### src/rtl/panxi_pipe_ctrl.sv
// panxi_pipe_ctrl -- central pipeline sequencer for the PANXI RV32 core.
//
// Produces a 2-bit hold_en code for every inter-stage register
// (00 pass, 01 flush/bubble, 10 hold; 11 never driven) and drives PC
// redirects.  It arbitrates per-stage stall requests, taken-jump flushes
// and interrupt entry.  Stage 0 is IF/ID (youngest), stage NSTAGE-1 is
// MEM/WB (oldest).
//
// Ports:
//   clk, rst        clock; synchronous active-high reset
//   stall_req       per-stage stall request, bit k from stage k
//   jump_req/addr   taken jump from EX and its target
//   irq_req/vector  level interrupt request and handler address
//   irq_ack         one-cycle pulse when the interrupt redirect is issued
//   hold_en         code for stage k at bits [2k+1:2k]
//   pc_hold         freeze the PC
//   pc_set/addr     load PC with pc_set_addr (addr is 0 when pc_set=0)
//   busy            sequencer is flushing, draining or entering an irq
//   stall_timeout   sticky stall watchdog flag
//
// Build option: define PANXI_STALL_WDT_EN to include the stall watchdog;
// without it stall_timeout is tied to 0.

module panxi_pipe_ctrl #(
  parameter int NSTAGE       = 4,
  parameter int JUMP_STAGE   = 1,
  parameter int FLUSH_CYCLES = 1,
  parameter int AW           = 32,
  parameter int WDT_LIMIT    = 1024
) (
  input  logic                clk,
  input  logic                rst,
  input  logic [NSTAGE-1:0]   stall_req,
  input  logic                jump_req,
  input  logic [AW-1:0]       jump_addr,
  input  logic                irq_req,
  input  logic [AW-1:0]       irq_vector,
  output logic                irq_ack,
  output logic [2*NSTAGE-1:0] hold_en,
  output logic                pc_hold,
  output logic                pc_set,
  output logic [AW-1:0]       pc_set_addr,
  output logic                busy,
  output logic                stall_timeout
);

  typedef enum logic [1:0] {ST_RUN, ST_FLUSH, ST_DRAIN, ST_IRQ} state_t;

  localparam int CMAX = (FLUSH_CYCLES > NSTAGE) ? FLUSH_CYCLES : NSTAGE;
  localparam int CW   = $clog2(CMAX + 1);
  localparam logic [CW-1:0] FLUSH_LOAD = CW'(FLUSH_CYCLES - 1);
  localparam logic [CW-1:0] DRAIN_LOAD = CW'(NSTAGE - 1);
  localparam logic [CW-1:0] CNT_ONE    = CW'(1);

  state_t          state;
  logic [CW-1:0]   cnt;

  // stall_sfx[k] = some stage at index >= k requests a stall, i.e. stage k
  // lies at or below the highest stalling stage and must hold.
  logic [NSTAGE-1:0] stall_sfx;
  logic              stall_any;
  logic              jump_acc;
  logic              all_flush;
  logic              front_flush;
  logic              in_irq;

  assign stall_any   = stall_sfx[0];
  assign in_irq      = (state == ST_IRQ);
  // A jump can only be taken when nothing at or beyond the resolving stage
  // is stalled; the IRQ cycle flushes EX anyway, so a jump there is stale.
  assign jump_acc    = jump_req & ~stall_sfx[JUMP_STAGE] & ~rst & ~in_irq;
  assign all_flush   = rst | in_irq;
  assign front_flush = (state == ST_FLUSH) | (state == ST_DRAIN);

  genvar gi;
  generate
    for (gi = 0; gi < NSTAGE; gi++) begin : g_stage
      localparam bit IN_JUMP = (gi <= JUMP_STAGE);
      logic base_flush;
      logic forced;

      assign stall_sfx[gi] = |(stall_req >> gi);

      if (gi == 0) begin : g_first
        // Stage 0 is also bubbled while fetch is being discarded/blocked.
        assign base_flush = 1'b0;
        assign forced     = all_flush | jump_acc | front_flush;
      end else begin : g_rest
        // The stage just above the highest stall receives a bubble.
        assign base_flush = stall_req[gi-1] & ~stall_sfx[gi];
        assign forced     = all_flush | (IN_JUMP ? jump_acc : 1'b0);
      end

      assign hold_en[2*gi +: 2] = forced        ? 2'b01 :
                                  stall_sfx[gi] ? 2'b10 :
                                  base_flush    ? 2'b01 : 2'b00;
    end
  endgenerate

  assign pc_hold = ~rst & stall_any & ~jump_acc & ~in_irq;
  assign pc_set  = ~rst & (jump_acc | in_irq);
  assign irq_ack = ~rst & in_irq;
  assign busy    = ~rst & (state != ST_RUN);

  always_comb begin
    pc_set_addr = '0;
    if (~rst & in_irq) begin
      pc_set_addr = irq_vector;
    end else if (jump_acc) begin
      pc_set_addr = jump_addr;
    end
  end

  always_ff @(posedge clk) begin
    if (rst) begin
      state <= ST_RUN;
      cnt   <= '0;
    end else begin
      case (state)
        ST_RUN: begin
          // A simultaneous jump wins; the level irq is seen again later.
          if (jump_acc) begin
            if (FLUSH_CYCLES > 1) begin
              state <= ST_FLUSH;
              cnt   <= FLUSH_LOAD;
            end
          end else if (irq_req) begin
            state <= ST_DRAIN;
            cnt   <= DRAIN_LOAD;
          end
        end
        ST_FLUSH: begin
          if (jump_acc) begin
            cnt <= FLUSH_LOAD;
          end else if (cnt <= CNT_ONE) begin
            state <= ST_RUN;
          end else begin
            cnt <= cnt - CNT_ONE;
          end
        end
        ST_DRAIN: begin
          if (jump_acc) begin
            if (FLUSH_CYCLES > 1) begin
              state <= ST_FLUSH;
              cnt   <= FLUSH_LOAD;
            end else begin
              state <= ST_RUN;
            end
          end else if (!irq_req) begin
            state <= ST_RUN;
          end else if (!stall_any) begin
            // Only stall-free cycles move instructions toward writeback.
            if (cnt <= CNT_ONE) begin
              state <= ST_IRQ;
            end else begin
              cnt <= cnt - CNT_ONE;
            end
          end
        end
        ST_IRQ:  state <= ST_RUN;
        default: state <= ST_RUN;
      endcase
    end
  end

`ifdef PANXI_STALL_WDT_EN
  localparam logic [15:0] WDT_MAX = 16'(WDT_LIMIT);
  logic [15:0] wdt_cnt;
  logic        wdt_flag;

  always_ff @(posedge clk) begin
    if (rst) begin
      wdt_cnt  <= '0;
      wdt_flag <= 1'b0;
    end else if (!stall_any) begin
      wdt_cnt <= '0;
    end else if (wdt_cnt != WDT_MAX) begin
      wdt_cnt <= wdt_cnt + 16'd1;
      if (wdt_cnt + 16'd1 == WDT_MAX) begin
        wdt_flag <= 1'b1;
      end
    end
  end

  assign stall_timeout = wdt_flag;
`else
  assign stall_timeout = 1'b0;
`endif

endmodule

### config.mk
export PLATFORM = sky130hd
export DESIGN_NAME = panxi_pipe_ctrl
export DESIGN_NICKNAME = d
export VERILOG_FILES = /design/src/rtl/panxi_pipe_ctrl.sv
export SDC_FILE = /design/constraint.sdc
export NUM_CORES = 1
export LEC_CHECK = 0
export CORE_MARGIN = 2
export CORE_UTILIZATION = 26
export CTS_CLUSTER_SIZE = 30
export DETAILED_ROUTE_END_ITERATION = 10
export GPL_ROUTABILITY_DRIVEN = 1
export PLACE_DENSITY = 0.85
export SLEW_MARGIN = 40
export SYNTH_ARGS = -nofsm -noshare
export SYNTH_HDL_FRONTEND = slang
export SYNTH_SLANG_ARGS = --single-unit
### constraint.sdc
create_clock -name clk -period 2.65 [get_ports clk]
set_clock_uncertainty 0.15 [all_clocks]
set_input_delay 0.53 -clock clk [delete_from_list [all_inputs] [get_ports clk]]
set_output_delay 0.53 -clock clk [all_outputs]
set_load 0.01 [all_outputs]
Word level (Yosys, flattened, before mapping)
Index checks and enable logic that the tools add are counted.

operators by class
  add/subtract/negate cells = 1
  multipliers = 0
  div/mod/pow operators = 0
  $lt $le $gt $ge = 1
  equality and inequality tests = 12
  shift-type cells = 0
  muxes and demuxes = 30
  bitwise logic cells = 23
  reductions and logical operators = 8

operator list
  cell                   number
  $mux W32               2
  $mux W2                16
  $mux W3                7
  $and A1 B1 Y1          12
  $ne A2 B2 Y1 const B   6
  $reduce_and A6 Y1      2
  $pmux W3 S3            1
  $pmux W2 S4            1
  $not A1 Y1             6
  $or A1 B1 Y1           5
  $eq A2 B2 Y1 const B   2
  $ne A4 B3 Y1 const B   1
  $ne A4 B4 Y1 const B   1
  $reduce_or A4 Y1       1
  $le A3 B1 Y1 const B   1
  $mux W1                3
  $reduce_bool A3 Y1     1
  $reduce_or A3 Y1       1
  $sub A3 B1 Y3 const B  1
  $eq A2 B1 Y1 const B   1
  $logic_not A2 Y1       1
  $ne A2 B1 Y1 const B   1
  $reduce_bool A2 Y1     1
  $reduce_or A2 Y1       1

storage, ports and cells
  register bits = 5
  bits in latches = 0
  RAM bits = 0
  ROM bits = 0
  input bits = 72
  output and inout port bits = 45
  word-level logic and storage cells = 77
  memories = 0

Logic depth before layout (Yosys ltp)
  depth in word-level cells = 8
  depth in mapped cells = 7

Worst setup path after synthesis
OpenSTA, ideal clock, no wires.

  path type = in2out
  start point = in stall_req[2]
  end point = out pc_set_addr[21]
  arrival time = 1.736 ns
  data required time = 1.970 ns
  path slack = 0.234 ns
  stages = 5
  buffers on the path = 2
  cells stage by stage = or3_1 buf_2 nor2_1 clkbuf_1 a22o_1

between the ends
  cells in the longest elaborated chain, start to end = 7

ends and longest elaborated chain
  item                         line  RTL
  start, declared              33    input logic [NSTAGE-1:0] stall_req,
  $reduce_or A3 Y1             82    assign stall_sfx[gi] = |(stall_req >> gi);
  $not A1 Y1                   71    assign jump_acc = jump_req & ~stall_sfx[JUMP_STAGE] & ~rst & ~in_irq;
  $and A1 B1 Y1 (3 in series)  71
  $mux W32                     109   end else if (jump_acc) begin
  $mux W32                     107   if (~rst & in_irq) begin
  end, declared                42    output logic [AW-1:0] pc_set_addr,

No other way between the ends.

Final worst setup path
  start point = in stall_req[2]
  end point = out pc_set_addr[31]

Same word-level chain as after synthesis.

==> results.cfg <==
[placement]
portBuffers = 115
dp_cells = 291
place_ws_ns = -0.487
gp_congestion = 0.822
dpl.hpwl_mm = 4.08

[layout]
finalNetCount = 334
area_growth_pct = 144
final_cells = 300
fillerInstances = 293
seq_area_um2 = 100
diodes = 0
multiInputGateArea_um2 = 758
drive_gt1_frac = 0.264

[floorplan]
core_area_um2 = 3360
top_level_ports = 117
fp.dieW_um = 63.4
die_area_um2 = 4020
rows = 21
die_h_um = 63.4
start_util = 0.273

[route]
dr_wl_met2_mm = 2.72
route.detailed.drc = 0
wl_per_cell_um = 17.4
drt_iter0_markers = 88
firstDrtPassIters = 4
antenna_left = 0
wl_met1_mm = 1.98
top_layer_used = met4
via_count = 1509
wl_mm = 5.23
wl_met3_um = 437
via_per_inst = 5.03

[setup_path]
worstSetupPathDepth = 6
crit_required_ns = 1.97
cpMaxStageDelayCell = or3_4
cp.arrival_ns = 1.91
cp-startpoint = stall_req[2]
reg2regPathDepth = 7
reg2reg_from = state[0]
path_max_fanout = 8
crit_buf_inv = 3
path_class = input port to primary output
cp_top_family = buffers and inverters
max_stage_delay_ns = 0.41
worstPathCellList = dlygate4sd2_1, or3_4, nor2_4, bufbuf_16, a22o_1, buf_6
worst_setup_path_start_kind = input port
worstSetupEndpointType = primary output

[synthesis]
ys_seq_area_frac = 0.109
ys.warnings.count = 0
syn_area_per_cell_um2 = 7.41
synth.distinct_cells = 37
syn_area_um2 = 918
ys_seq_elements = 5
syn_inst = 124
synth-main-ff-cell = dfxtp_1
syn_nets = 203
synth_edf_count = 0
async_flop_share = 0

[sta]
fmaxAchievable_mhz = 386
setup_viol = 0
hold_viol_final = 0
fin_crit_ns = 2.59
period_share = 0.978
fin_ws_ns = 0.0575
slew_violations = 0
rsz0062_at_grt = false

[power_and_ir_drop]
pwr-share-clk = 0.193
power.internal_mw = 0.321
p_seq_frac = 0.186
p_leak_nw = 1.07
switching_share = 0.334
total_power_mw = 0.482
switching_power_mw = 0.161
p_per_area_nw_per_um2 = 215
combPwrFrac = 0.620
ir_drop_mv = 0.246

[min_path]
min_from = cnt[2]
hp-class = register to register
hold_path_depth = 2

[clocking]
cts_buffers = 3
max-clock-path-buffers = 2
path_clk_slew_ns = 0.04
clock-sinks = 5
cts_tree = done
clkLatencyLatePin_ns = 0.25
cts_root_buffer = clkbuf_4
h-tree-depth = 1

[global_route]
antenna_found_initial = 0
grt_pass1_vias = 1407
grt-ovfl-total = 0
grt_pass1_wl_mm = 7.78
grtUsageTotal = 0.250
grt_max_degree = 34

[run]
maxCapViolCount = 0

[outcome]
status = finished clean
## synthesized netlist by cell type, types with 2 or more instances
library cell,number,share of area
a22o_1,32,0.31
nor2_1,15,0.061
inv_1,8,0.033
ha_1,7,0.095
clkbuf_1,6,0.025
dfxtp_1,5,0.11
nand2_1,5,0.020
nand2b_1,4,0.027
nand3_1,4,0.022
a21oi_1,3,0.016
buf_2,3,0.016
a21o_1,2,0.016
buf_4,2,0.016
o211ai_1,2,0.016
o21ai_0,2,0.011
o32ai_1,2,0.019
or3_1,2,0.014
## power groups by stage
stage / logic (mW) / registers, mW / clock network, mW
finish: 0.299 / 0.0896 / 0.0932
global route: 0.320 / 0.0905 / 0.101
CTS: 0.299 / 0.0895 / 0.0980
detailed placement: 0.298 / 0.0909 / 0
global placement: 0.292 / 0.0908 / 0
floorplan: 0.113 / 0.0908 / 0
## routing by layer
layer,GRT usage,vias to the layer above
met2,0.462,78
met4,0.0652,0
met5,0,-
li1,-,738
met1,0.275,685
met3,0.0750,8
## cell usage in the layout (no fill, tap or decap), drive strengths merged, types with 3 or more instances in the layout
master         count
a21oi              3
a22o              32
buf               53
clkbuf             4
clkdlybuf4s50     71
dfxtp              5
dlygate4sd2        8
dlymetal6s2s       4
ha                 7
inv                8
nand2              5
nand2b             4
nand3              4
nor2              15
o21ai              3
## per-stage QoR
stage | util | instance area, µm² | setup TNS (ns) | hold WS (ns)
4_1_cts | 0.667 | 2240 | 0 | 0.386
2_1_floorplan | - | 918 | 0 | 0.351
5_1_grt | 0.667 | 2240 | 0 | 0.434
3_5_place_dp | 0.664 | 2230 | -16.28 | 0.379
3_3_place_gp | 0.664 | 2230 | -15.54 | 0.369
6_report | 0.667 | 2240 | 0 | 0.380
## registers in the layout, summed over array words and instances (netlist names)
signal / flops
cnt: 3
state: 2
## final timing paths
check	endpoint	slack [ns]
hold / removal	cnt[2]	0.38
setup reg to reg	state[1]	0.52
hold reg to reg	cnt[2]	0.38
setup / recovery	pc_set_addr[31]	0.06
## layout make-up
type,count,share of cell area
inverter,8,0.0134
sequential,5,0.0446
multi-input combinational,100,0.338
tap,46,0.0257
clock buffer,4,0.0117
timing repair buffer,137,0.567
## worst reg2reg max path, stage by stage (launching register included)
cell	delay, ns
dfxtp_1	0.31
ha_2	0.19
or3b_4	0.41
buf_4	0.16
o211a_1	0.21
a222oi_1	0.34
nor2_1	0.09
a211oi_2	0.19
## repair_timing
| item | CTS | global route |
|---|---|---|
| pin swaps | 4 | 3 |
| cloned | 3 | 0 |
| buffers inserted | 3 | 0 |
| endpoints found under the setup margin | 43 | 19 |
| resized for setup | 143 | 6 |
| hold buffers | 0 | 0 |
## cell families (layout without fill, tap and decap cells)
group / Yosys count / count (layout) / synth area share
other cells: 1 / 1 / 0.00408
flops: 5 / 5 / 0.109
buf+inv: 19 / 149 / 0.0899
fa+ha+maj: 7 / 7 / 0.0954
simple gates: 37 / 37 / 0.200
compound gates: 55 / 55 / 0.501
No activity file was read; power rests on OpenSTA's default activity.
